--- src/rtl/poly_voice_allocator_pkg.sv ---
// -----------------------------------------------------------------------------
// poly_voice_allocator_pkg
// Shared definitions for the polyphonic voice allocator:
//   - clog2        : ceiling log2 used to size the mixer accumulator and indices
//   - SUM_W        : mixer accumulator width for the default configuration
//   - sat_to_width : clamps a wide signed value into a narrower signed range
// -----------------------------------------------------------------------------
package poly_voice_allocator_pkg;

    // Ceiling log2 with a fixed iteration bound so it elaborates as a constant.
    function automatic int clog2(input int n);
        int r;
        r = 0;
        for (int i = 0; i < 31; i++) begin
            if ((1 << i) < n) begin
                r = i + 1;
            end
        end
        return r;
    endfunction

    localparam int NUM_VOICES_DEF = 3;
    localparam int SAMPLE_W_DEF   = 18;
    localparam int SUM_W          = SAMPLE_W_DEF + clog2(NUM_VOICES_DEF);

    // Clamp v into the signed range of a w-bit number. Operates at 64 bits so
    // one helper serves every accumulator width; callers truncate the result.
    function automatic logic signed [63:0] sat_to_width(input logic signed [63:0] v,
                                                         input int unsigned      w);
        logic signed [63:0] hi;
        logic signed [63:0] lo;
        hi = (64'sd1 <<< (w - 1)) - 64'sd1;
        lo = -hi - 64'sd1;
        if (v > hi) begin
            return hi;
        end else if (v < lo) begin
            return lo;
        end else begin
            return v;
        end
    endfunction

endpackage

--- src/rtl/poly_voice_allocator_voice_slot.sv ---
// -----------------------------------------------------------------------------
// poly_voice_allocator_voice_slot
// State for one voice: beat-duration countdown, note register, one-cycle load
// pulse toward the external note player, and the mixer's per-voice ready flag.
// Ports:
//   clk, reset      : clock, asynchronous active-high reset
//   i_load          : this voice was chosen for the current request
//   i_note, i_dur   : note code / duration to capture on load
//   i_tick          : beat strobe already qualified by play_enable
//   i_win_open      : generate_next_sample, opens a mixer window
//   i_ready         : sample-ready pulse from this voice's note player
//   o_count         : remaining beats (0 = idle)
//   o_note          : registered note code
//   o_load          : one-cycle load pulse, same edge as the capture
//   o_flag          : sample for the current window has arrived
// -----------------------------------------------------------------------------
module poly_voice_allocator_voice_slot #(
    parameter int NOTE_W = 6,
    parameter int DUR_W  = 6
) (
    input  logic              clk,
    input  logic              reset,
    input  logic              i_load,
    input  logic [NOTE_W-1:0] i_note,
    input  logic [DUR_W-1:0]  i_dur,
    input  logic              i_tick,
    input  logic              i_win_open,
    input  logic              i_ready,
    output logic [DUR_W-1:0]  o_count,
    output logic [NOTE_W-1:0] o_note,
    output logic              o_load,
    output logic              o_flag
);

    logic [DUR_W-1:0]  r_count;
    logic [NOTE_W-1:0] r_note;
    logic              r_load;
    logic              r_flag;

    always_ff @(posedge clk or posedge reset) begin
        if (reset) begin
            r_count <= '0;
            r_note  <= '0;
            r_load  <= 1'b0;
            r_flag  <= 1'b0;
        end else begin
            r_load <= i_load;
            // A load overrides a coincident beat: the new note gets its full length.
            if (i_load) begin
                r_count <= i_dur;
                r_note  <= i_note;
            end else if (i_tick && (r_count != '0)) begin
                r_count <= r_count - 1'b1;
            end
            // Opening a new window beats a same-cycle ready pulse from the old one.
            if (i_win_open) begin
                r_flag <= 1'b0;
            end else if (i_ready) begin
                r_flag <= 1'b1;
            end
        end
    end

    assign o_count = r_count;
    assign o_note  = r_note;
    assign o_load  = r_load;
    assign o_flag  = r_flag;

endmodule

--- src/rtl/poly_voice_allocator.sv ---
// -----------------------------------------------------------------------------
// poly_voice_allocator
// Assigns incoming notes to NUM_VOICES external note players, counts each
// voice down in beats, steals (or drops) when all voices are busy, and mixes
// the returned voice samples into one scaled, saturated output sample.
// Ports:
//   clk, reset                      : clock, asynchronous active-high reset
//   play_enable                     : run; low freezes counters and ignores loads
//   load_new_note/note_to_load/duration : note request
//   beat                            : beat strobe
//   generate_next_sample            : codec request, opens a mixer window
//   voice_sample_in/voice_ready_in  : per-voice samples and ready pulses
//   voice_note/voice_load           : per-voice note and load pulse
//   voice_active/all_done           : combinational activity status
//   final_sample/sample_ready       : mixed output and its valid pulse
//   note_dropped/note_stolen        : allocation outcome pulses
// -----------------------------------------------------------------------------
module poly_voice_allocator
    import poly_voice_allocator_pkg::*;
#(
    parameter int NUM_VOICES = 3,
    parameter int NOTE_W     = 6,
    parameter int DUR_W      = 6,
    parameter int SAMPLE_W   = 18,
    parameter int MIX_SHIFT  = 0,
    parameter int STEAL_EN   = 1
) (
    input  logic                           clk,
    input  logic                           reset,
    input  logic                           play_enable,
    input  logic                           load_new_note,
    input  logic [NOTE_W-1:0]              note_to_load,
    input  logic [DUR_W-1:0]               duration,
    input  logic                           beat,
    input  logic                           generate_next_sample,
    input  logic [NUM_VOICES*SAMPLE_W-1:0] voice_sample_in,
    input  logic [NUM_VOICES-1:0]          voice_ready_in,
    output logic [NUM_VOICES*NOTE_W-1:0]   voice_note,
    output logic [NUM_VOICES-1:0]          voice_load,
    output logic [NUM_VOICES-1:0]          voice_active,
    output logic [SAMPLE_W-1:0]            final_sample,
    output logic                           sample_ready,
    output logic                           all_done,
    output logic                           note_dropped,
    output logic                           note_stolen
);

    localparam int ACC_W = SAMPLE_W + clog2(NUM_VOICES);
    localparam int IDX_W = clog2(NUM_VOICES);

    logic [DUR_W-1:0]        w_count [NUM_VOICES];
    logic signed [ACC_W-1:0] w_samp_ext [NUM_VOICES];
    logic [NUM_VOICES-1:0]   w_flag;
    logic [NUM_VOICES-1:0]   w_load_vec;
    logic [NUM_VOICES-1:0]   w_satisfied;
    logic                    w_request;
    logic                    w_found_idle;
    logic                    w_accept;
    logic                    w_steal;
    logic                    w_drop;
    logic                    w_window_done;
    logic [IDX_W-1:0]        w_idle_idx;
    logic [IDX_W-1:0]        w_min_idx;
    logic [IDX_W-1:0]        w_target;
    logic [DUR_W-1:0]        w_min_cnt;
    logic signed [ACC_W-1:0] w_sum;
    logic signed [ACC_W-1:0] w_shifted;
    logic signed [63:0]      w_wide;
    logic [SAMPLE_W-1:0]     w_mixed;

    logic                    r_pending;
    logic                    r_sample_ready;
    logic [SAMPLE_W-1:0]     r_final;
    logic                    r_stolen;
    logic                    r_dropped;

    // ---------------- allocation ----------------
    assign w_request = load_new_note & play_enable & (duration != '0);

    // Lowest idle voice, and the voice with the smallest count (strict '<'
    // keeps the lowest index on ties).
    always_comb begin
        w_found_idle = 1'b0;
        w_idle_idx   = '0;
        w_min_idx    = '0;
        w_min_cnt    = w_count[0];
        for (int i = 0; i < NUM_VOICES; i++) begin
            if (!w_found_idle && (w_count[i] == '0)) begin
                w_found_idle = 1'b1;
                w_idle_idx   = IDX_W'(i);
            end
            if (w_count[i] < w_min_cnt) begin
                w_min_cnt = w_count[i];
                w_min_idx = IDX_W'(i);
            end
        end
    end

    assign w_target = w_found_idle ? w_idle_idx : w_min_idx;
    assign w_steal  = w_request & ~w_found_idle & (STEAL_EN != 0);
    assign w_drop   = w_request & ~w_found_idle & (STEAL_EN == 0);
    assign w_accept = w_request & (w_found_idle | (STEAL_EN != 0));

    // ---------------- per-voice slots ----------------
    generate
        for (genvar gi = 0; gi < NUM_VOICES; gi++) begin : g_voice
            assign w_load_vec[gi] = w_accept && (w_target == IDX_W'(gi));

            poly_voice_allocator_voice_slot #(
                .NOTE_W (NOTE_W),
                .DUR_W  (DUR_W)
            ) u_slot (
                .clk        (clk),
                .reset      (reset),
                .i_load     (w_load_vec[gi]),
                .i_note     (note_to_load),
                .i_dur      (duration),
                .i_tick     (beat & play_enable),
                .i_win_open (generate_next_sample),
                .i_ready    (voice_ready_in[gi]),
                .o_count    (w_count[gi]),
                .o_note     (voice_note[gi*NOTE_W +: NOTE_W]),
                .o_load     (voice_load[gi]),
                .o_flag     (w_flag[gi])
            );

            assign voice_active[gi] = (w_count[gi] != '0);
            // Idle voices never send a sample, so they never hold up a window.
            assign w_satisfied[gi]  = w_flag[gi] | ~voice_active[gi];
            assign w_samp_ext[gi]   = voice_active[gi]
                ? {{(ACC_W-SAMPLE_W){voice_sample_in[gi*SAMPLE_W+SAMPLE_W-1]}},
                   voice_sample_in[gi*SAMPLE_W +: SAMPLE_W]}
                : '0;
        end
    endgenerate

    assign all_done = ~(|voice_active);

    // ---------------- mixer ----------------
    always_comb begin
        w_sum = '0;
        for (int i = 0; i < NUM_VOICES; i++) begin
            w_sum = w_sum + w_samp_ext[i];
        end
    end

    assign w_shifted     = w_sum >>> MIX_SHIFT;
    assign w_wide        = {{(64-ACC_W){w_shifted[ACC_W-1]}}, w_shifted};
    assign w_mixed       = SAMPLE_W'(sat_to_width(w_wide, SAMPLE_W));
    assign w_window_done = r_pending & (&w_satisfied);

    always_ff @(posedge clk or posedge reset) begin
        if (reset) begin
            r_pending      <= 1'b0;
            r_sample_ready <= 1'b0;
            r_final        <= '0;
            r_stolen       <= 1'b0;
            r_dropped      <= 1'b0;
        end else begin
            r_sample_ready <= w_window_done;
            if (w_window_done) begin
                r_final <= w_mixed;
            end
            // A fresh request re-arms the window even if the old one just closed.
            r_pending <= generate_next_sample | (r_pending & ~w_window_done);
            r_stolen  <= w_steal;
            r_dropped <= w_drop;
        end
    end

    assign final_sample = r_final;
    assign sample_ready = r_sample_ready;
    assign note_stolen  = r_stolen;
    assign note_dropped = r_dropped;

endmodule

--- config.mk ---
export PLATFORM = sky130hd
export DESIGN_NAME = poly_voice_allocator
export DESIGN_NICKNAME = d
export VERILOG_FILES = /design/src/rtl/poly_voice_allocator_pkg.sv /design/src/rtl/poly_voice_allocator_voice_slot.sv /design/src/rtl/poly_voice_allocator.sv
export SDC_FILE = /design/constraint.sdc
export NUM_CORES = 1
export LEC_CHECK = 0
export ABC_AREA = 1
export BUFFER_PORTS_ARGS = -buffer_cell sky130_fd_sc_hd__buf_2
export CORE_MARGIN = 8
export CORE_UTILIZATION = 42
export CTS_CLUSTER_DIAMETER = 60
export DETAILED_ROUTE_END_ITERATION = 8
export PLACE_DENSITY = 0.61
export SYNTH_ARGS = -nofsm -noshare
export SYNTH_HDL_FRONTEND = slang
export SYNTH_HIERARCHICAL = 1
export SYNTH_SLANG_ARGS = --single-unit
--- constraint.sdc ---
create_clock -name clk -period 5.7 [get_ports clk]
set_input_delay 1.14 -clock clk [delete_from_list [all_inputs] [get_ports clk]]
set_output_delay 1.14 -clock clk [all_outputs]
set_load 0.03 [all_outputs]
# Word-level counts from Yosys, hierarchy flattened
# Cells that the tools add are included.
dict set report classes {
  n_addsub 5
  order_cmp 4
  eq_ne 2
  mux 26
  bitwise 16
  n_reduce_logical 26
}
# cell count
set op_table {}
lappend op_table {{$mux 20} 3}
lappend op_table {{$mux 6} 7}
lappend op_table {{$add 20x20->20} 2}
lappend op_table {{$mux 18} 2}
lappend op_table {{$reduce_bool 6->1} 4}
lappend op_table {{$gt 20x18->1 const B} 1}
lappend op_table {{$lt 20x18->1 const B} 1}
lappend op_table {{$logic_not 6->1} 3}
lappend op_table {{$sub 6x1->6 const B} 3}
lappend op_table {{$lt 6x6->1} 2}
lappend op_table {{$reduce_bool 2->1} 6}
lappend op_table {{$mux 1} 11}
lappend op_table {{$logic_and 1x1->1} 8}
lappend op_table {{$and 1x1->1} 6}
lappend op_table {{$mux 2} 3}
lappend op_table {{$not 1->1} 6}
lappend op_table {{$or 1x1->1} 4}
lappend op_table {{$reduce_and 3->1} 1}
lappend op_table {{$reduce_or 3->1} 1}
lappend op_table {{$eq 2x1->1 const B} 1}
lappend op_table {{$eq 2x2->1 const B} 1}
lappend op_table {{$logic_not 1->1} 2}
lappend op_table {{$logic_not 2->1} 1}
dict set report word_totals {
  register_bits 63
  out_inout_bits 46
  wordCells 95
}

# Depth between registers and ports, before layout
dict set report depth {
  word_depth 12
  ltp_mapped 22
}

# Hierarchy
# Netlist, hierarchy kept.
# mod instances cells_each area_each_um2 seq_area_each_um2
set by_module_without_submodules {}
lappend by_module_without_submodules {poly_voice_allocator 1 485 3206.8 525.5}
lappend by_module_without_submodules {poly_voice_allocator_voice_slot 3 84 716.9 350.3}

# Worst setup path before layout
# OpenSTA, ideal clock, no wires.
dict set report synth_path {
  kind {in2reg}
  from {input voice_sample_in[37]}
  to {register r_final[11] (netlist: final_sample[11])}
  t_arrival_ps 3429
  path_slack_ps 2151
  stages 16
  path_buffers 1
  cell_sequence {nand2_1 > inv_1 > fa_1 > ha_1 > fa_1 > nand3_1 > nand3_2 > nand2_1 > nand2_2 > nand2_1 > nand3_1 > nand2_1 > nand3_2 > a21oi_4 > buf_12 > a21oi_2}
}
dict set report synth_between {
  elab_chain_len 5
  word_cells_on_any_way 6
}
# item line_no
set synth_lines {}
lappend synth_lines {{start, declared} poly_voice_allocator.sv:36} ;# input logic [NUM_VOICES*SAMPLE_W-1:0] voice_sample_in,
lappend synth_lines {{$mux 20 *} poly_voice_allocator.sv:131} ;# ? {{(ACC_W-SAMPLE_W){voice_sample_in[gi*SAMPLE_W+SAMPLE_W-1]}},
lappend synth_lines {{$add 20x20->20 *} poly_voice_allocator.sv:143} ;# w_sum = w_sum + w_samp_ext[i];
lappend synth_lines {{$lt 20x18->1} poly_voice_allocator_pkg.sv:36} ;# end else if (v < lo) begin
lappend synth_lines {{$mux 18} poly_voice_allocator_pkg.sv:36}
lappend synth_lines {{$mux 18 *} poly_voice_allocator_pkg.sv:34} ;# if (v > hi) begin
lappend synth_lines {{end signal, assigned} poly_voice_allocator.sv:162} ;# r_final <= w_mixed;
lappend synth_lines {{end, declared} poly_voice_allocator.sv:73} ;# logic [SAMPLE_W-1:0] r_final;
# Every way passes the cells marked *; elsewhere a longest branch is shown, timed or not.
# A chain may end at the register's enable or synchronous reset.

# Final worst setup path
dict set report layout_path {
  from {register g_voice[1].u_slot.r_count[4]}
  to {register r_final[9] (netlist: final_sample[9])}
}
dict set report layout_between {
  elab_chain_len 7
  word_cells_on_any_way 12
}
# item line_no
set layout_lines {}
lappend layout_lines {{start, declared} poly_voice_allocator_voice_slot.sv:35} ;# logic [DUR_W-1:0] r_count;
lappend layout_lines {{start signal, assigned} poly_voice_allocator_voice_slot.sv:50} ;# r_count <= i_dur;
lappend layout_lines {{start signal, assigned} poly_voice_allocator_voice_slot.sv:53} ;# r_count <= r_count - 1'b1;
lappend layout_lines {{$reduce_bool 6->1 *} poly_voice_allocator.sv:127} ;# assign voice_active[gi] = (w_count[gi] != '0);
lappend layout_lines {{$mux 20} poly_voice_allocator.sv:131}
lappend layout_lines {{$add 20x20->20 (2 in a row)} poly_voice_allocator.sv:143}
lappend layout_lines {{$lt 20x18->1} poly_voice_allocator_pkg.sv:36}
lappend layout_lines {{$mux 18} poly_voice_allocator_pkg.sv:36}
lappend layout_lines {{$mux 18} poly_voice_allocator_pkg.sv:34}
# Marks and branches as above.

==> flow_metrics.tcl <==
set metrics [dict create \
    path_delay_family "simple AND/OR/NAND/NOR gates" \
    status "completed" \
    r2r-start "g_voice[1].u_slot/o_count[4]" \
    core-area_mm2 0.0125 \
    final_common_cell "nand2_1" \
    cts.sinks 63 \
    routed_wl_um 14300 \
    worst-path-buf-inv 1 \
    grt_use_met1 0.256 \
    async_reset_ff_frac 1.00 \
    grt_usage 0.181 \
    fp.dieArea_mm2 0.0166 \
    setup_tns_ns 0 \
    wire_per_inst_um 13.9 \
    max_slew_margin 0.333 \
    synth_warnings 6 \
    synth_edf_count 0 \
    crit_top_cell "nand2_1" \
    end_kind "flop" \
    cts_tree "done" \
    gp_congestion 0.873 \
    dp_hpwl_um 11500 \
    placed_cell_area_mm2 0.00606 \
    worstHoldStart "g_voice[2].u_slot/o_note[3]" \
    via_count 4945 \
    grt_pass1_vias 4937 \
    multi_input_area_mm2 0.00329 \
    rows 41 \
    r2r_end "final_sample[9]" \
    rsz0062_at_grt "false" \
    clkTransAtPathRegs_ns 0.06 \
    crit_slowest_cell "nand3_1" \
    min_path_cells 2 \
    setup_viol 0 \
    cts_resized 0 \
    synthFlopType "dfrtp_1" \
    final_cell_mix "nand2_1, buf_2, inv_1, dfrtp_1" \
    num-nets-final 981 \
    report.final.slew_viol_count 0 \
    clk_path_buf_depth 2 \
    start_util 0.428 \
    max_freq_ghz 0.228 \
    postCtsSetupBuffers 0 \
    final_area_mm2 0.00636 \
    cp_data_required_time_ns 5.88 \
    antenna_found_initial 0 \
    gr-usage-met2 0.271 \
    hold_violations 0 \
    ys_seq_area_frac 0.294 \
    n_fill_cell 1266 \
    seq_area_mm2 0.00158 \
    maxCapViolations 0 \
    period_share 0.770 \
    ff2ff_path_depth 17 \
    hold_end "g_voice[2].u_slot/o_note[3]" \
    finClkSkew_ns 0.00645 \
    firstDrtPassIters 5 \
    ant_nets 0 \
    synth_seq_cells 63 \
    utilization 0.508 \
    syn-cell-area_mm2 0.00536 \
    critPathMaxFanout 23 \
    cts_hold_buf 0 \
    criticalPathCategory "flop to flop" \
    layout-drive-gt1-share 0.230 \
    root_buffer "clkbuf_16" \
    ys_types 39 \
    period_minus_slack_ns 4.39 \
    viasPerCell 4.80 \
    grt_max_degree 25 \
    hold_path.class "flop to flop" \
    drtIter0Drc 370 \
    rrSetupSlack_ns 1.31 \
    tightestPinTransition_ns 0.998 \
    htree_num_levels 3 \
    grt_overflow 0 \
    drc 0 \
    top_usage_layer "met2" \
    cp-start-kind "flop" \
    worstPathArrival_ns 4.57 \
    io_pins 121 \
    critical_path.max_stage_delay_ns 0.73 \
    grt_pass1_wl_um 24300 \
    num_antenna_cells 0 \
    syn_avg_cell_area_um2 7.27 \
    cts-buffers-inserted 9 \
    netlist_instances 737 \
    portBuffers 119 \
    clock_latency_ns 0.33 \
    fp.dieW_um 129 \
    dieHeight_um 129 \
    crit_path_cell_trace "nor2_1 -> nand3_1 -> nand2_1 -> inv_1 -> fa_1 -> ha_1 -> fa_1 -> nand3_1 -> nand3_2 -> nand2_1 -> nand2_2 -> nand2_1 -> nand3_1 -> nand2_1 -> nand3_2 -> a21oi_4 -> a21oi_1" \
    met3_usage 0.0364 \
    syn_to_final_growth_pct 18.7 \
    synth_nets 865 \
]
## stage by stage
step	std cells	setup WS [ns]	hold slack, ns
6_report	1030	1.31	0.467
5_1_grt	1030	0.868	0.490
4_1_cts	1030	1.33	0.468
3_5_place_dp	1014	1.34	0.453
3_3_place_gp	1014	1.48	0.449
2_1_floorplan	737	2.15	0.453
## synthesized netlist by cell type (4+ instances only)
master	count	area, µm²
o21bai_1	4	30.0
o21ai_0	16	80.1
nand2_1	267	1000
inv_1	92	345
xnor2_1	9	78.8
xor2_1	12	105
buf_4	4	30.0
dfrtp_1	63	1580
nand2_2	7	43.8
nand2_4	8	90.1
fa_1	19	380
a21oi_1	25	125
clkbuf_1	7	26.3
o21ai_2	6	52.6
ha_1	34	425
inv_2	5	18.8
nor2_2	9	56.3
nor2_1	51	191
a21oi_2	10	87.6
nand4_1	4	25.0
nand3_2	7	70.1
nand3_1	51	255
## per-layer routing
metal	wire length (µm)	vias to the layer above	share of wire
met5	0	-	0
met4	157	0	0.011
met3	958	10	0.067
met2	5950	145	0.42
met1	7230	2262	0.51
li1	-	2528	-
## area by class of cell
cell class	count	area share
Sequential cell	63	0.248
Inverter	97	0.0573
Timing Repair Buffer	122	0.0972
Tap cell	172	0.0338
Multi-Input combinational cell	560	0.517
Clock inverter	6	0.0108
Clock buffer	10	0.0360
## worst min-delay path: cells and delay by family, from the launching register on
| kind | cells | cell delay, ns |
|---|---|---|
| simple gates | 2 | 0.10 |
| flops | 1 | 0.34 |
## logic make-up after synthesis
logic type,count (synthesis),synth area share
AND/OR/NAND/NOR,417,0.347
XOR/XNOR,21,0.0343
other,1,0.000700
adder cells (fa/ha/maj),53,0.150
flip-flops,63,0.294
buffers and inverters,114,0.0922
AO/OA/AOI/OAI,68,0.0810
## sequential cells by signal, summed over array words and instances, names as in the netlist
name,flops
g_voice.u_slot/o_flag,3
note_stolen,1
sample_ready,1
r_pending,1
g_voice.u_slot/o_load,3
final_sample,18
g_voice.u_slot/o_count,18
g_voice.u_slot/o_note,18
## how the worst max path moves through the flow
| stage | start | slack, ns | cells after the start | end |
|---|---|---|---|---|
| 6_report | g_voice[1].u_slot/o_count[4] | 1.31 | 17 | final_sample[9] |
| 5_1_grt | g_voice[1].u_slot/o_count[4] | 0.87 | 17 | final_sample[9] |
| 4_1_cts | g_voice[1].u_slot/o_count[4] | 1.33 | 17 | final_sample[9] |
| 3_5_place_dp | g_voice[1].u_slot/o_count[2] | 1.34 | 17 | final_sample[9] |
| 3_3_place_gp | g_voice[1].u_slot/o_count[2] | 1.48 | 17 | final_sample[10] |
| 2_1_floorplan | voice_sample_in[37] | 2.15 | 16 | final_sample[11] |
Power is not shown: default switching activity piles up to over one toggle a cycle in this logic, so the estimate is an artifact.
